==> src/rtl/wb_downsizer.sv <==
// Wishbone width down-converter: splits each wide classic access into one narrow
// classic access per lane with non-zero byte selects, then returns one wide response.
module wb_downsizer #(
  parameter int DW_IN = 64,
  parameter int SCALE = 2,
  parameter int AW    = 32
) (
  input  logic                    wb_clk_i,
  input  logic                    wb_rst_i,
  input  logic [AW-1:0]           wbs_adr_i,
  input  logic [DW_IN-1:0]        wbs_dat_i,
  input  logic [DW_IN/8-1:0]      wbs_sel_i,
  input  logic                    wbs_we_i,
  input  logic                    wbs_cyc_i,
  input  logic                    wbs_stb_i,
  input  logic [2:0]              wbs_cti_i,
  input  logic [1:0]              wbs_bte_i,
  output logic [DW_IN-1:0]        wbs_dat_o,
  output logic                    wbs_ack_o,
  output logic                    wbs_err_o,
  output logic                    wbs_rty_o,
  output logic [AW-1:0]           wbm_adr_o,
  output logic [DW_IN/SCALE-1:0]  wbm_dat_o,
  output logic [DW_IN/SCALE/8-1:0] wbm_sel_o,
  output logic                    wbm_we_o,
  output logic                    wbm_cyc_o,
  output logic                    wbm_stb_o,
  output logic [2:0]              wbm_cti_o,
  output logic [1:0]              wbm_bte_o,
  input  logic [DW_IN/SCALE-1:0]  wbm_dat_i,
  input  logic                    wbm_ack_i,
  input  logic                    wbm_err_i,
  input  logic                    wbm_rty_i
);
  localparam int DW_OUT = DW_IN / SCALE;
  localparam int SW_IN  = DW_IN / 8;
  localparam int SW_OUT = DW_OUT / 8;
  localparam int LW     = $clog2(SCALE);

  typedef enum logic [1:0] {S_IDLE, S_ACCESS, S_RESP} state_t;

  // Lowest lane >= start with any sel bit set; MSB of the result flags "none left".
  function automatic logic [LW:0] next_lane(input logic [SW_IN-1:0] sel, input int start);
    logic [LW:0] r;
    r = (LW+1)'(SCALE);
    for (int k = SCALE - 1; k >= 0; k--) begin
      if (k >= start && |sel[k*SW_OUT +: SW_OUT]) r = (LW+1)'(k);
    end
    return r;
  endfunction

  state_t             state_q, state_d;
  logic [AW-1:0]      base_q, base_d;
  logic [DW_IN-1:0]   dat_q, dat_d;
  logic [SW_IN-1:0]   sel_q, sel_d;
  logic               we_q, we_d;
  logic [LW-1:0]      lane_q, lane_d;
  logic [DW_IN-1:0]   buf_q, buf_d;
  logic               hold_q, hold_d;
  logic               ack_q, ack_d, err_q, err_d, rty_q, rty_d;
  logic [AW-1:0]      wbm_adr_q, wbm_adr_d;
  logic [DW_OUT-1:0]  wbm_dat_q, wbm_dat_d;
  logic [SW_OUT-1:0]  wbm_sel_q, wbm_sel_d;
  logic               wbm_we_q, wbm_we_d;
  logic               wbm_cyc_q, wbm_cyc_d;
  logic               wbm_stb_q, wbm_stb_d;

  logic [LW:0]        nxt;
  logic               ld_en, ld_we;
  logic [LW-1:0]      ld_idx;
  logic [AW-1:0]      ld_base, req_base;
  logic [DW_IN-1:0]   ld_dat;
  logic [SW_IN-1:0]   ld_sel;
  logic               unused_ok;

  assign unused_ok = ^{wbs_cti_i, wbs_bte_i};
  assign req_base  = wbs_adr_i & ~(AW'(SW_IN - 1));

  always_comb begin
    state_d   = state_q;
    base_d    = base_q;
    dat_d     = dat_q;
    sel_d     = sel_q;
    we_d      = we_q;
    lane_d    = lane_q;
    buf_d     = buf_q;
    hold_d    = 1'b0;
    ack_d     = 1'b0;
    err_d     = 1'b0;
    rty_d     = 1'b0;
    wbm_adr_d = wbm_adr_q;
    wbm_dat_d = wbm_dat_q;
    wbm_sel_d = wbm_sel_q;
    wbm_we_d  = wbm_we_q;
    wbm_cyc_d = wbm_cyc_q;
    wbm_stb_d = wbm_stb_q;
    nxt       = '0;
    ld_en     = 1'b0;
    ld_we     = 1'b0;
    ld_idx    = '0;
    ld_base   = '0;
    ld_dat    = '0;
    ld_sel    = '0;

    case (state_q)
      S_IDLE: begin
        // hold_q blocks the cycle right after a response so a lingering stb is not re-taken
        if (!hold_q && wbs_cyc_i && wbs_stb_i) begin
          base_d = req_base;
          dat_d  = wbs_dat_i;
          sel_d  = wbs_sel_i;
          we_d   = wbs_we_i;
          buf_d  = '0;
          nxt    = next_lane(wbs_sel_i, 0);
          if (nxt[LW]) begin
            state_d = S_RESP;
            ack_d   = 1'b1;
          end else begin
            ld_en   = 1'b1;
            ld_idx  = nxt[LW-1:0];
            ld_base = req_base;
            ld_dat  = wbs_dat_i;
            ld_sel  = wbs_sel_i;
            ld_we   = wbs_we_i;
            state_d = S_ACCESS;
          end
        end
      end
      S_ACCESS: begin
        if (!wbs_cyc_i) begin
          wbm_cyc_d = 1'b0;
          wbm_stb_d = 1'b0;
          state_d   = S_IDLE;
        end else if (wbm_err_i || wbm_rty_i) begin
          wbm_cyc_d = 1'b0;
          wbm_stb_d = 1'b0;
          err_d     = wbm_err_i;
          rty_d     = !wbm_err_i;
          state_d   = S_RESP;
        end else if (wbm_ack_i) begin
          if (!we_q) buf_d[int'(lane_q)*DW_OUT +: DW_OUT] = wbm_dat_i;
          nxt = next_lane(sel_q, int'(lane_q) + 1);
          if (nxt[LW]) begin
            wbm_cyc_d = 1'b0;
            wbm_stb_d = 1'b0;
            ack_d     = 1'b1;
            state_d   = S_RESP;
          end else begin
            ld_en   = 1'b1;
            ld_idx  = nxt[LW-1:0];
            ld_base = base_q;
            ld_dat  = dat_q;
            ld_sel  = sel_q;
            ld_we   = we_q;
          end
        end
      end
      S_RESP: begin
        hold_d  = 1'b1;
        state_d = S_IDLE;
      end
      default: state_d = S_IDLE;
    endcase

    if (ld_en) begin
      wbm_adr_d = ld_base + AW'(int'(ld_idx) * SW_OUT);
      wbm_dat_d = ld_dat[int'(ld_idx)*DW_OUT +: DW_OUT];
      wbm_sel_d = ld_sel[int'(ld_idx)*SW_OUT +: SW_OUT];
      wbm_we_d  = ld_we;
      wbm_cyc_d = 1'b1;
      wbm_stb_d = 1'b1;
      lane_d    = ld_idx;
    end
  end

  always_ff @(posedge wb_clk_i or posedge wb_rst_i) begin
    if (wb_rst_i) begin
      state_q   <= S_IDLE;
      base_q    <= '0;
      dat_q     <= '0;
      sel_q     <= '0;
      we_q      <= 1'b0;
      lane_q    <= '0;
      buf_q     <= '0;
      hold_q    <= 1'b0;
      ack_q     <= 1'b0;
      err_q     <= 1'b0;
      rty_q     <= 1'b0;
      wbm_adr_q <= '0;
      wbm_dat_q <= '0;
      wbm_sel_q <= '0;
      wbm_we_q  <= 1'b0;
      wbm_cyc_q <= 1'b0;
      wbm_stb_q <= 1'b0;
    end else begin
      state_q   <= state_d;
      base_q    <= base_d;
      dat_q     <= dat_d;
      sel_q     <= sel_d;
      we_q      <= we_d;
      lane_q    <= lane_d;
      buf_q     <= buf_d;
      hold_q    <= hold_d;
      ack_q     <= ack_d;
      err_q     <= err_d;
      rty_q     <= rty_d;
      wbm_adr_q <= wbm_adr_d;
      wbm_dat_q <= wbm_dat_d;
      wbm_sel_q <= wbm_sel_d;
      wbm_we_q  <= wbm_we_d;
      wbm_cyc_q <= wbm_cyc_d;
      wbm_stb_q <= wbm_stb_d;
    end
  end

  assign wbs_dat_o = buf_q;
  assign wbs_ack_o = ack_q;
  assign wbs_err_o = err_q;
  assign wbs_rty_o = rty_q;
  assign wbm_adr_o = wbm_adr_q;
  assign wbm_dat_o = wbm_dat_q;
  assign wbm_sel_o = wbm_sel_q;
  assign wbm_we_o  = wbm_we_q;
  assign wbm_cyc_o = wbm_cyc_q;
  assign wbm_stb_o = wbm_stb_q;
  assign wbm_cti_o = 3'b000;
  assign wbm_bte_o = 2'b00;
endmodule
==> config.mk <==
export PLATFORM = sky130hd
export DESIGN_NAME = wb_downsizer
export DESIGN_NICKNAME = d
export VERILOG_FILES = /design/src/rtl/wb_downsizer.sv
export SDC_FILE = /design/constraint.sdc
export NUM_CORES = 1
export LEC_CHECK = 0
export BUFFER_PORTS_ARGS = -buffer_cell sky130_fd_sc_hd__buf_2
export CORE_UTILIZATION = 40
export CTS_CLUSTER_SIZE = 20
export DETAILED_ROUTE_END_ITERATION = 8
export PLACE_DENSITY = 0.73
export SLEW_MARGIN = 20
export SYNTH_ARGS = -nofsm -noshare
export SYNTH_HDL_FRONTEND = slang
export SYNTH_SLANG_ARGS = --single-unit
==> constraint.sdc <==
create_clock -name wb_clk_i -period 18.7 [get_ports wb_clk_i]
set_clock_uncertainty 0.2 [all_clocks]
set_input_delay 3.74 -clock wb_clk_i [delete_from_list [all_inputs] [get_ports wb_clk_i]]
set_output_delay 3.74 -clock wb_clk_i [all_outputs]
set_load 0.02 [all_outputs]
==> results.sh, run 1 <==
export IMPL_status="finished, final reports clean"
export IMPL_area_growth_pct=26.3
export IMPL_finalHoldViolCount=0
export IMPL_dr_pass1_iters=4
export IMPL_fin_crit_ns=6.02
export IMPL_viasPerCell=5.11
export IMPL_hold_ws_ns=0.267
export IMPL_port_buffers=276
export IMPL_grt_start_max_net_pins=133
export IMPL_startpoint_type="input port"
export IMPL_crit_path_end_kind="register"
export IMPL_setup_viol=0
export IMPL_fillers=1964
export IMPL_grt_busiest_layer="met2"
export IMPL_synthAdderAreaFrac_pct=0
export IMPL_fp_dieH_um=150
export IMPL_slew_headroom_pct=28.3
export IMPL_p_leak_nw=5.62
export IMPL_drtAntennaViolNets=0
export IMPL_ys_seq_area_share_pct=58.2
export IMPL_synth_xor_area_share_pct=0
export IMPL_yosys_warnings=0
export IMPL_synth_edff_count=0
export IMPL_cts_tree="done"
export IMPL_maxCapViolations=0
export IMPL_synthMuxAreaShare_pct=0.641
export IMPL_drtIter0Drc=339
export IMPL_crit_type="input port to register"
export IMPL_netlist_top_cells_count="nand2_1, dfrtp_1, o21ai_0, clkbuf_1, a22oi_1"
export IMPL_critPathArrivalTime_ns=6.23
export IMPL_synth_top_area_share_pct=58.2
export IMPL_clock_sinks=204
export IMPL_yosys_area_top_type="dfrtp_1"
export IMPL_fin_ws_ns=12.68
export IMPL_use_met1_pct=27.2
export IMPL_syn_cell_area_um2=8780
export IMPL_vias=7590
export IMPL_drv_slew=0
export IMPL_final_core_util_pct=52.1
export IMPL_synth_compound_area_share_pct=16.6
export IMPL_die_x_um=150
export IMPL_grt_pass1_vias=7499
export IMPL_pin_count=292
export IMPL_worst_pin_slew_ns=1.08
export IMPL_overflow=0
export IMPL_antenna_found_initial=5
export IMPL_insertion_delay_ns=0.51
export IMPL_synth_most_common_cell="nand2_1"
export IMPL_cts_buffer_depth=3
export IMPL_ctsHoldBuffers=0
export IMPL_wl_per_cell_um=16.0
export IMPL_synth_top_family_by_area="simple AND/OR/NAND/NOR gates"
export IMPL_yosys_most_used_dff="dfrtp_1"
export IMPL_cts_setup_buffers=0
export IMPL_max_freq_ghz=0.166
export IMPL_required_ns=18.91
export IMPL_netlist_top_cells_area="dfrtp_1, nand2_1, o21ai_0"
export IMPL_powerDensity_nw_per_um2=113
export IMPL_fp_row_count=53
export IMPL_numCtsBuffers=23
export IMPL_ys_types=45
export IMPL_period_share_pct=32.2
export IMPL_tns_ns=0
export IMPL_pre_cts_ws_ns=12.17
export IMPL_grt_pass1_wl_um=37900
export IMPL_track_usage_pct=21.1
export IMPL_hold_path_class="register to register"
export IMPL_synth_cells=948
export IMPL_syn_area_per_cell_um2=9.26
export IMPL_htree_num_levels=1
export IMPL_clk_pin_slew_ns=0.06
export IMPL_core_um2=21300
export IMPL_drcViolationCount=0
export IMPL_cts_root_buf="clkbuf_16"
export IMPL_routed_wl_um=23800
export IMPL_dp_hpwl_um=15700
export IMPL_synth_seq_cells=204
export IMPL_rsz0062_at_grt="false"
export IMPL_fin_nets=1340
export IMPL_start_util_pct=41.2
export IMPL_yosys_area_share_simple_pct=20.1
export IMPL_async_flop_share_pct=100
export IMPL_cts_resized=0
export IMPL_vdd_drop_max_mv=0.0693
export IMPL_use_met3_pct=4.33
export IMPL_met2_usage_pct=35.0
export IMPL_gp_congestion=0.804
export IMPL_dieArea_um2=22500
export IMPL_crit_path_max_fanout=65
export IMPL_drive_gt1_share_pct=29.4
[final cells by class]
| type | instances | area [um2] | area share, % |
|---|---|---|---|
| Inverter | 1 | 11.3 | 0.102 |
| Clock buffer | 33 | 643 | 5.80 |
| Sequential cell | 204 | 5100 | 46.0 |
| Antenna cell | 5 | 12.5 | 0.113 |
| Multi-Input combinational cell | 669 | 3380 | 30.5 |
| Timing Repair Buffer | 292 | 1520 | 13.7 |
| Tap cell | 275 | 344 | 3.10 |
| Clock inverter | 7 | 70.1 | 0.632 |
[worst paths after layout]
path | end | from | depth (start not counted) | slack, ns
max | wbm_dat_o[24] | wbs_sel_i[4] | 8 | 12.68
min | wbm_adr_o[3] | wbm_adr_o[3] | 2 | 0.27
max reg2reg | wbm_dat_o[29] | state_q[1] | 6 | 15.72
min reg2reg | wbm_adr_o[3] | wbm_adr_o[3] | 2 | 0.27
max in group asynchronous | wbm_dat_o[26] | wb_rst_i | 3 | 13.60
min in group asynchronous | wbm_adr_o[18] | wb_rst_i | 2 | 3.18
[logic make-up after synthesis]
kind of cell | Yosys count
AOI/OAI and AO/OA | 210
buffers and inverters | 81
DFF | 204
muxes | 5
other | 1
and+or+nand+nor | 447
[stage by stage]
| stage | power [mW] | cell area (um2) | instances |
|---|---|---|---|
| 2_1_floorplan | 0.726 | 8800 | 954 |
| 3_3_place_gp | 0.820 | 10300 | 1440 |
| 3_5_place_dp | 0.829 | 10400 | 1441 |
| 4_1_cts | 1.27 | 11100 | 1481 |
| 5_1_grt | 1.32 | 11100 | 1485 |
| 6_report | 1.25 | 11100 | 1486 |
[report_power, final]
group          total [mW]  leakage, nW  internal [mW]  switching, mW
Sequential          0.558         2.63          0.516         0.0415
Combinational       0.261         2.64         0.0875          0.173
Clock               0.431        0.348          0.253          0.178
[critical path: stages]
cell      delay (ns)
buf_2           0.12
nor4_1          0.82
a211oi_4        0.12
buf_4           0.39
a21oi_4         0.32
buf_4           0.45
a32oi_1         0.10
o21ai_0         0.13
[layer usage]
metal	vias up	wire length, um
li1	3679	-
met1	3628	10100
met2	232	11600
met3	49	1440
met4	2	702
met5	-	13
[cells in the final DEF (no fill, tap or decap), drive strengths merged, types with 5 or more instances in the layout]
cell type,n
o21a,12
buf,292
clkbuf,33
nand3,16
dfrtp,204
o211ai,12
mux2,5
diode,5
a32oi,32
nand2,394
conb,7
o21ai,85
a21oi,11
nor2,16
a22oi,45
[registers in the layout, indices dropped and copies added, names as in the netlist]
register / count
base_q: 29
dat_q: 32
hold_q: 1
sel_q: 4
state_q: 2
wbm_adr_o: 30
wbm_dat_o: 32
wbm_sel_o: 4
wbm_stb_o: 1
wbm_we_o: 1
wbs_ack_o: 1
wbs_dat_o: 64
wbs_err_o: 1
wbs_rty_o: 1
we_q: 1
No activity file was read; power rests on OpenSTA's default activity.
==> run 2: changes to the inputs <==
PLACE_DENSITY = 0.75   (was 0.73)
clock period = 5.2 ns   (was 18.7 ns; I/O delays follow)
==> results.sh, run 2 (synthesized netlist as in run 1, its figures left out) <==
export IMPL_fp_dieH_um=150
export IMPL_period_share_pct=60.8
export IMPL_cts_buffer_depth=3
export IMPL_core_um2=21300
export IMPL_p_leak_nw=5.71
export IMPL_crit_type="input port to register"
export IMPL_fin_crit_ns=3.16
export IMPL_dr_pass1_iters=5
export IMPL_setup_viol=0
export IMPL_drtAntennaViolNets=0
export IMPL_grt_pass1_vias=7624
export IMPL_clk_pin_slew_ns=0.06
export IMPL_clock_sinks=204
export IMPL_area_growth_pct=28.4
export IMPL_cts_setup_buffers=0
export IMPL_drtIter0Drc=320
export IMPL_dieArea_um2=22500
export IMPL_htree_num_levels=1
export IMPL_vias=7692
export IMPL_crit_path_max_fanout=25
export IMPL_grt_pass1_wl_um=39500
export IMPL_critPathArrivalTime_ns=3.38
export IMPL_die_x_um=150
export IMPL_wl_per_cell_um=16.6
export IMPL_hold_path_class="register to register"
export IMPL_ctsHoldBuffers=0
export IMPL_status="finished, final reports clean"
export IMPL_cts_root_buf="clkbuf_16"
export IMPL_crit_chain="buf_2, nor4_1, a211oi_4, a21oi_4, buf_4, a32oi_1, o21ai_0"
export IMPL_routed_wl_um=24900
export IMPL_max_freq_ghz=0.316
export IMPL_pin_count=292
export IMPL_slowest_delay_ns=0.81
export IMPL_drcViolationCount=0
export IMPL_port_buffers=276
export IMPL_cts_tree="done"
export IMPL_drv_slew=0
export IMPL_finalHoldViolCount=0
export IMPL_drive_gt1_share_pct=30.3
export IMPL_crit_path_end_kind="register"
export IMPL_rsz0062_at_grt="false"
export IMPL_grt_start_max_net_pins=91
export IMPL_start_util_pct=41.2
export IMPL_cts_resized=0
export IMPL_powerDensity_nw_per_um2=419
export IMPL_fillers=1924
export IMPL_fp_row_count=53
export IMPL_startpoint_type="input port"
export IMPL_hold_ws_ns=0.270
export IMPL_dp_hpwl_um=16600
export IMPL_numCtsBuffers=24
export IMPL_cp_slowest_cell="nor4_1"
export IMPL_vdd_drop_max_mv=0.246
export IMPL_viasPerCell=5.14
export IMPL_dpl_cell_area_um2=10400
export IMPL_required_ns=5.42
export IMPL_final_cell_mix="nand2_1, buf_2, dfrtp_1, o21ai_0, a22oi_1"
export IMPL_fin_nets=1344
export IMPL_insertion_delay_ns=0.51
export IMPL_worst_pin_slew_ns=1.07
export IMPL_slew_headroom_pct=28.3
export IMPL_final_common_cell="nand2_1"
export IMPL_track_usage_pct=22.0
export IMPL_gp_congestion=0.805
export IMPL_largest_register_ffs=64
export IMPL_antenna_found_initial=8
export IMPL_tns_ns=0
export IMPL_maxCapViolations=0
export IMPL_fin_area_um2=11300
export IMPL_overflow=0
run 2: cell count changes in the layout (fill, tap and decap cells not counted), moves of 2 or more:
cell and delta:
clkinv_4 +2, clkbuf_16 +2, clkbuf_8 +2, diode_2 +3, clkbuf_1 -4, buf_12 +2, bufinv_16 +2, clkinvlp_4 +2
inv_6 -2
run 2: layout make-up:
cell class	count	area, um2	share of cell area (%)
flip-flops and latches	204	5100	45.3
repair buffers	295	1570	13.9
multi-input cells	669	3380	30.0
diodes	8	20.0	0.178
clock buffers	33	706	6.26
inverters	1	7.51	0.0666
well taps	275	344	3.05
clock inverters	11	143	1.27
run 2: final timing paths:
check	end	depth (start not counted)	slack, ns	startpoint
min reg2reg	wbm_adr_o[22]	2	0.27	wbm_adr_o[22]
min	wbm_adr_o[22]	2	0.27	wbm_adr_o[22]
min in group asynchronous	wbm_adr_o[9]	2	0.29	wb_rst_i
max in group asynchronous	wbs_dat_o[5]	4	3.56	wb_rst_i
max	wbm_dat_o[3]	7	2.04	wbs_sel_i[4]
max reg2reg	wbm_dat_o[29]	5	2.32	state_q[1]
run 2: where the power goes:
| part | internal, mW | switching [mW] |
|---|---|---|
| Sequential | 1.86 | 0.152 |
| Combinational | 0.316 | 0.629 |
| Clock | 1.10 | 0.666 |
run 2: metal layers:
layer | up-vias | GRT usage [%] | wire, um
met5 | - | 0 | 10
met4 | 2 | 7.32 | 549
met1 | 3692 | 28.5 | 10700
li1 | 3689 | - | -
met2 | 272 | 36.8 | 11800
met3 | 37 | 4.67 | 1780
run 2: critical path, delay by kind of cell:
family	cells	cell delay, ns
buffers and inverters	2	0.52
AND/OR/NAND/NOR	1	0.81
AO/OA/AOI/OAI	4	1.00
run 2: metrics by stage:
stage,std cells,setup WS (ns),utilization [%],total power [mW]
floorplan,954,1.32,-,2.61
global placement,1442,1.57,48.7,2.95
detailed placement,1443,1.56,48.8,2.99
CTS,1487,2.08,52.8,4.77
global route,1495,1.83,53.0,4.96
finish,1496,2.04,53.0,4.72
